===== config.mk =====
export PLATFORM = sky130hd
export DESIGN_NAME = decoder_out_buffer
export DESIGN_NICKNAME = d
export VERILOG_FILES = /design/src/rtl/decoder_out_buffer_pkg.sv /design/src/rtl/decoder_out_buffer_slot.sv /design/src/rtl/decoder_out_buffer.sv
export SDC_FILE = /design/constraint.sdc
export NUM_CORES = 1
export LEC_CHECK = 0
export BUFFER_PORTS_ARGS = -buffer_cell sky130_fd_sc_hd__clkbuf_2
export CELL_PAD_IN_SITES_DETAIL_PLACEMENT = 1
export CELL_PAD_IN_SITES_GLOBAL_PLACEMENT = 2
export CORE_ASPECT_RATIO = 1.25
export CORE_MARGIN = 3
export CORE_UTILIZATION = 40
export DETAILED_ROUTE_END_ITERATION = 6
export PLACE_DENSITY = 0.86
export SLEW_MARGIN = 20
export SYNTH_ARGS = -nofsm -noshare
export SYNTH_HDL_FRONTEND = slang
export SYNTH_SLANG_ARGS = --single-unit

===== constraint.sdc =====
create_clock -name clk -period 3.5 [get_ports clk]
set_clock_uncertainty 0.2 [all_clocks]
set_input_delay 0.35 -clock clk [delete_from_list [all_inputs] [get_ports clk]]
set_output_delay 0.35 -clock clk [all_outputs]
set_load 0.02 [all_outputs]

===== src/rtl/decoder_out_buffer_pkg.sv =====
// Shared constants and types for the Viterbi decoder output buffer.
package decoder_out_buffer_pkg;

    localparam int DEF_TRACEBACK_DEPTH = 32;
    localparam int SYM_W               = 2;

    typedef enum logic {
        IDLE   = 1'b0,
        STREAM = 1'b1
    } rd_state_e;

    typedef logic [DEF_TRACEBACK_DEPTH*SYM_W-1:0] frame_t;

endpackage


===== src/rtl/decoder_out_buffer_slot.sv =====
// One ping-pong slot: a captured traceback word, its full flag and a symbol mux.
module decoder_out_buffer_slot
    import decoder_out_buffer_pkg::*;
#(
    parameter int  TRACEBACK_DEPTH = DEF_TRACEBACK_DEPTH,
    localparam int IDX_W           = $clog2(TRACEBACK_DEPTH)
) (
    input  logic                               clk,
    input  logic                               rst,
    input  logic                               load,
    input  logic                               clr,
    input  logic [TRACEBACK_DEPTH*SYM_W-1:0]   din,
    input  logic [IDX_W-1:0]                   idx,
    output logic                               full,
    output logic [SYM_W-1:0]                   sym
);

    logic [TRACEBACK_DEPTH*SYM_W-1:0] frame_r;
    logic                             full_r;

    // Frame storage and occupancy; load and clear never target a slot together
    always_ff @(posedge clk or negedge rst) begin
        if (!rst) begin
            frame_r <= {(TRACEBACK_DEPTH*SYM_W){1'b0}};
            full_r  <= 1'b0;
        end else if (load) begin
            frame_r <= din;
            full_r  <= 1'b1;
        end else if (clr) begin
            full_r  <= 1'b0;
        end else begin
            full_r  <= full_r;
        end
    end

    assign full = full_r;
    assign sym  = frame_r[{idx, 1'b0} +: SYM_W];

endmodule


===== src/rtl/decoder_out_buffer.sv =====
// Captures traceback words into two ping-pong slots and streams them oldest symbol first.
// Optional OUTBUF_FRAME_CNT_EN adds delivered-frame and dropped-frame counters.
module decoder_out_buffer
    import decoder_out_buffer_pkg::*;
#(
    parameter int  TRACEBACK_DEPTH = DEF_TRACEBACK_DEPTH,
    localparam int IDX_W           = $clog2(TRACEBACK_DEPTH)
) (
    input  logic                               clk,
    input  logic                               rst,
    input  logic [TRACEBACK_DEPTH*SYM_W-1:0]   i_decoder_data,
    input  logic                               i_decoder_done,
    output logic                               o_frame_ack,
    output logic [SYM_W-1:0]                   o_data,
    output logic                               o_valid,
    input  logic                               i_ready,
    output logic                               o_last,
    output logic                               o_overflow
`ifdef OUTBUF_FRAME_CNT_EN
    ,
    output logic [15:0]                        o_frame_cnt,
    output logic [15:0]                        o_drop_cnt
`endif
);

    localparam logic [IDX_W-1:0] IDX_LAST = IDX_W'(TRACEBACK_DEPTH - 1);
    localparam logic [IDX_W-1:0] IDX_ZERO = IDX_W'(0);
    localparam logic [IDX_W-1:0] IDX_ONE  = IDX_W'(1);

    rd_state_e        state_r, state_nxt_s;
    logic [IDX_W-1:0] idx_r, idx_nxt_s;
    logic             rd_ptr_r, rd_ptr_nxt_s, wr_ptr_r;
    logic             done_prev_r;
    logic             ack_r, valid_r, last_r, ovf_r;
    logic [SYM_W-1:0] data_r;

    logic             done_edge_s, capture_s, drop_s, hs_s, release_s;
    logic [1:0]       load_s, clr_s, full_s;
    logic [SYM_W-1:0] sym_s [2];

    for (genvar g = 0; g < 2; g++) begin : g_slot
        decoder_out_buffer_slot #(
            .TRACEBACK_DEPTH (TRACEBACK_DEPTH)
        ) u_slot (
            .clk  (clk),
            .rst  (rst),
            .load (load_s[g]),
            .clr  (clr_s[g]),
            .din  (i_decoder_data),
            .idx  (idx_nxt_s),
            .full (full_s[g]),
            .sym  (sym_s[g])
        );
    end

    // Capture/drop decisions use registered full flags, so a slot freed this cycle still counts as full
    always_comb begin
        done_edge_s = i_decoder_done & ~done_prev_r;
        capture_s   = done_edge_s & ~full_s[wr_ptr_r];
        drop_s      = done_edge_s &  full_s[wr_ptr_r];
        hs_s        = valid_r & i_ready;
        release_s   = hs_s & (idx_r == IDX_ZERO);
        load_s      = {capture_s & wr_ptr_r, capture_s & ~wr_ptr_r};
        clr_s       = {release_s & rd_ptr_r, release_s & ~rd_ptr_r};
    end

    // Read FSM next state; the symbol mux is driven by the next index so outputs can be registered
    always_comb begin
        state_nxt_s  = state_r;
        idx_nxt_s    = idx_r;
        rd_ptr_nxt_s = rd_ptr_r;
        case (state_r)
            IDLE: begin
                if (full_s[rd_ptr_r]) begin
                    state_nxt_s = STREAM;
                    idx_nxt_s   = IDX_LAST;
                end else begin
                    state_nxt_s = IDLE;
                end
            end
            STREAM: begin
                if (hs_s && (idx_r != IDX_ZERO)) begin
                    idx_nxt_s = idx_r - IDX_ONE;
                end else if (hs_s) begin
                    rd_ptr_nxt_s = ~rd_ptr_r;
                    if (full_s[~rd_ptr_r]) begin
                        idx_nxt_s = IDX_LAST;
                    end else begin
                        state_nxt_s = IDLE;
                    end
                end else begin
                    idx_nxt_s = idx_r;
                end
            end
            default: begin
                state_nxt_s = IDLE;
                idx_nxt_s   = IDX_ZERO;
            end
        endcase
    end

    // Control state, pointers and registered outputs
    always_ff @(posedge clk or negedge rst) begin
        if (!rst) begin
            state_r     <= IDLE;
            idx_r       <= IDX_ZERO;
            rd_ptr_r    <= 1'b0;
            wr_ptr_r    <= 1'b0;
            done_prev_r <= 1'b0;
            ack_r       <= 1'b0;
            valid_r     <= 1'b0;
            last_r      <= 1'b0;
            ovf_r       <= 1'b0;
            data_r      <= {SYM_W{1'b0}};
        end else begin
            state_r     <= state_nxt_s;
            idx_r       <= idx_nxt_s;
            rd_ptr_r    <= rd_ptr_nxt_s;
            wr_ptr_r    <= wr_ptr_r ^ capture_s;
            done_prev_r <= i_decoder_done;
            ack_r       <= capture_s;
            valid_r     <= (state_nxt_s == STREAM);
            last_r      <= (state_nxt_s == STREAM) && (idx_nxt_s == IDX_ZERO);
            ovf_r       <= ovf_r | drop_s;
            data_r      <= (state_nxt_s == STREAM) ? sym_s[rd_ptr_nxt_s] : {SYM_W{1'b0}};
        end
    end

    assign o_frame_ack = ack_r;
    assign o_data      = data_r;
    assign o_valid     = valid_r;
    assign o_last      = last_r;
    assign o_overflow  = ovf_r;

`ifdef OUTBUF_FRAME_CNT_EN
    logic [15:0] frame_cnt_r, drop_cnt_r;

    // Wrapping statistics counters
    always_ff @(posedge clk or negedge rst) begin
        if (!rst) begin
            frame_cnt_r <= 16'd0;
            drop_cnt_r  <= 16'd0;
        end else begin
            frame_cnt_r <= frame_cnt_r + {15'd0, hs_s & last_r};
            drop_cnt_r  <= drop_cnt_r + {15'd0, drop_s};
        end
    end

    assign o_frame_cnt = frame_cnt_r;
    assign o_drop_cnt  = drop_cnt_r;
`endif

endmodule


==> results list <==
* Filler cell count: 1,653
* Final Hold Vio Count: 0
- The floorplan step defined a die boundary enclosing 18,700 µm².
- In this run the worst path has a maximum fanout of 20.
- Setup violation total in the final timing report: 0
- The final critical path takes up 96.0% of the cycle.
- Hold slack final: 11.5 ps
- Synthesis handed over a netlist of about 550 instances.
- Highest Clock Rate: between 0.2 and 0.3 GHz
- Before antenna repair, the detailed router went through 4 iterations.
- Syn avg cell area: 12.5 µm²
* First-pass GRT wire length: 31.3 mm
- The synthesized netlist occupies a cell area of 6820 µm².
- Status: finished, final reports clean
- # nets final: between 700 and 800
- Slowest CP cell: sky130_fd_sc_hd__or4b_4
* Critical path data arrival time: 3470 ps
* Register bit total from synthesis: 144
- Drt via density: 5.63
* Post-detailed-route count of antenna-violating nets: 0
- Global routing finished with a remaining overflow of 0.
- The path class of the tightest hold or removal check is primary input to register.
- Initial antenna violation count: 0
- Leaving out fill and tap cells, the most frequent cells in the layout are sky130_fd_sc_hd__dfrtp_1, sky130_fd_sc_hd__mux2_2, sky130_fd_sc_hd__clkbuf_2, sky130_fd_sc_hd__dlygate4sd3_1, sky130_fd_sc_hd__nand2_1.
- Global routing used 21.7% of the available tracks across all layers.
- The via count of the first global-routing pass came to around 5,600.
* Post-layout min period: 3360 ps
* Post-synth EDFFs: 0
- Clock tree from TritonCTS: yes
- The cell sitting at the root of the clock tree is a sky130_fd_sc_hd__clkbuf_16.
- The design draws between 0.007 and 0.008 W.
- In the synthesized netlist the async set-or-reset flop fraction comes to 100%.
- Clock Latency Late Sink: 430 ps
- Max-cap viol count: 0
- The number of antenna diodes in the final layout is 0.
- In this run the static leakage power is 3.87 nW.
* Area of the core: 16,500 µm²
- The number of nets in the synthesized netlist is 619.
* Stage delay of the slowest cell on the critical path: 500 ps
- The netlist uses 52 different library cells.
- Commonest non-fill, non-tap cell in the layout: sky130_fd_sc_hd__dfrtp_1
- The count of final max-slew check failures was 0.
* Ratio of cells with drive above 1 in the final layout: 40.4%
- Largest net degree at the start of global routing: 85
* Main flop type after synthesis: sky130_fd_sc_hd__dfrtp_1
* Number of buffers on the longest clock path: 2
- Aggregate routed wire length: 20.0 mm
- Actual slew at the worst max-slew pin: 818 ps
- For this run, the number of Yosys warnings is 0.
- WL/cell: 21.9 µm
- List of cells traversed by the critical path: inv_1 > ha_1 > or4b_4 > or3_4 > and2_4 > inv_8 > mux2i_1 > mux2i_1 > a211o_1 > o31a_1 > a21o_1
- Clock transition at path regs: ~60 ps
- Number of clock buffers inserted by TritonCTS: 17
- Routability cong.: just over 0.8
- Sequential element share of the synthesized area: 52.9%
* Number of primary I/O pins: 74
- Prior to clock tree synthesis, the placed netlist has a worst setup slack of -47.0 ps.
- Total number of vias: ~5,100
- Critical path type: register to register
- In this run the power density over the cells is 895 nW/µm².
- STA classifies the critical path endpoint as a register.
* Setup ws final: around 140 ps
- Chip width: 123 µm
* DRC Markers: 0
- Worst IR drop on VDD: 0.380 mV
- After the first detailed-routing iteration, the DRC count stood at 275.
- The worst setup path is launched from a register.
* Initial core utilization: 41.4%
- The clock tree synthesis step divided the H-tree into 4 levels.
- Cell repeated most along the worst path: sky130_fd_sc_hd__mux2i_1
- Area Growth Syn to Fin: 28.9%
* Critical Path RT: 3610 ps
* Die height: 152 µm
- In this run the tightest slew margin relative to its limit is 45.5%.
* Row count: 52
* DP HPWL: 12.5 mm
* Quantity of I/O buffers inserted on ports: 73
- Sink Count: between 100 and 150
-- sequential cells by signal (all words and copies together), names as in the netlist --
register and flops:
idx_r 5, o_last 1, g_slot.u_slot.frame_r 128, wr_ptr_r 1, o_valid 1, done_prev_r 1
o_data 2, rd_ptr_r 1, g_slot.u_slot.full 2, o_overflow 1, o_frame_ack 1
-- report_power, final --
part	internal (W)	switching, W	leakage (nW)
logic	0.00150	0.00157	1.84
registers	0.00246	0.000531	1.75
clock network	0.00109	0.000706	0.287
-- timing repair --
action	CTS	global route
setup endpoints to repair	2	2
buffers inserted	0	3
endpoints found under the hold margin	186	0
gates cloned	0	1
gates resized for setup	4	25
hold buffers	57	0
pin swaps	0	5
-- per-stage QoR --
| stage | std cells | cell area [µm²] | setup TNS, ps | utilization, % |
|---|---|---|---|---|
| 2_1_floorplan | 547 | 6820 | 0 | - |
| 3_3_place_gp | 820 | 7490 | 0 | 45.5 |
| 3_5_place_dp | 820 | 7490 | -93.1 | 45.5 |
| 4_1_cts | 908 | 8650 | 0 | 52.6 |
| 5_1_grt | 912 | 8780 | -3.38 | 53.4 |
| 6_report | 912 | 8780 | 0 | 53.4 |
-- final cells by class --
| class | instances | area, µm² | area share [%] |
|---|---|---|---|
| flip-flops and latches | 144 | 3600 | 41.0 |
| multi-input cells | 355 | 3080 | 35.1 |
| repair buffers | 155 | 1180 | 13.4 |
| clock buffers | 20 | 467 | 5.31 |
| well taps | 216 | 270 | 3.08 |
| clock inverters | 11 | 114 | 1.30 |
| inverters | 10 | 57.6 | 0.655 |
| repair inverters | 1 | 11.3 | 0.128 |
-- Yosys cell counts (2+ instances only) --
cell / n / area share (%)
sky130_fd_sc_hd__inv_1: 8 / 0.44
sky130_fd_sc_hd__o21a_1: 2 / 0.22
sky130_fd_sc_hd__nor3_1: 8 / 0.59
sky130_fd_sc_hd__a21o_1: 3 / 0.33
sky130_fd_sc_hd__ha_1: 4 / 0.73
sky130_fd_sc_hd__mux2i_1: 35 / 5.1
sky130_fd_sc_hd__nand3_1: 7 / 0.51
sky130_fd_sc_hd__dfrtp_1: 144 / 53
sky130_fd_sc_hd__a311oi_1: 13 / 1.7
sky130_fd_sc_hd__o21ai_0: 5 / 0.37
sky130_fd_sc_hd__a211oi_1: 23 / 2.5
sky130_fd_sc_hd__clkbuf_1: 30 / 1.7
sky130_fd_sc_hd__nor2_1: 9 / 0.50
sky130_fd_sc_hd__nand4_1: 3 / 0.28
sky130_fd_sc_hd__mux2_2: 128 / 21
sky130_fd_sc_hd__and2_1: 3 / 0.28
sky130_fd_sc_hd__nor4_1: 2 / 0.18
sky130_fd_sc_hd__a31oi_1: 5 / 0.46
sky130_fd_sc_hd__nand2_1: 49 / 2.7
sky130_fd_sc_hd__buf_4: 4 / 0.44
sky130_fd_sc_hd__nand2b_1: 4 / 0.37
sky130_fd_sc_hd__a21boi_0: 6 / 0.66
sky130_fd_sc_hd__and3_1: 19 / 1.7
sky130_fd_sc_hd__a2111oi_0: 5 / 0.64
-- critical path, delay by kind of cell, from the launching register on --
| family | cells | cell delay (ps) |
|---|---|---|
| AND/OR/NAND/NOR | 3 | 1190 |
| AO/OA/AOI/OAI | 3 | 690 |
| flip-flops | 1 | 380 |
| multiplexers | 2 | 320 |
| buffers and inverters | 2 | 290 |
| adder cells (fa/ha/maj) | 1 | 180 |
-- path summary, 6_finish.rpt --
path                                         start                      endpoint  slack [ps]  cells after the start
worst max-delay path                      idx_r[0]                     o_data[0]         140                     11
worst min-delay path            i_decoder_data[46]  g_slot[1].u_slot.frame_r[46]          10                      2
worst max register to register            idx_r[0]                     o_data[0]         140                     11
worst min register to register          o_overflow                    o_overflow         280                      1
max in group asynchronous                      rst  g_slot[1].u_slot.frame_r[50]        1950                      3
min in group asynchronous                      rst  g_slot[0].u_slot.frame_r[13]         350                      2
-- cells by family (layout without fill, tap and decap cells) --
family | Yosys count | in the layout | share of synthesized area, %
flops | 144 | 144 | 52.9
mux | 163 | 163 | 26.3
buf+inv | 48 | 197 | 3.30
simple gates | 110 | 110 | 7.99
compound gates | 78 | 78 | 8.81
fa+ha+maj | 4 | 4 | 0.734
-- per-layer routing --
| metal | up-vias | global-route usage, % | share of wire [%] |
|---|---|---|---|
| met1 | 2683 | 26.8 | 41 |
| li1 | 2303 | - | - |
| met2 | 112 | 37.6 | 53 |
| met4 | 0 | 7.26 | 2.6 |
| met3 | 35 | 4.31 | 3.2 |
| met5 | - | 0 | 0 |
Power figures use the tool's default switching activity.
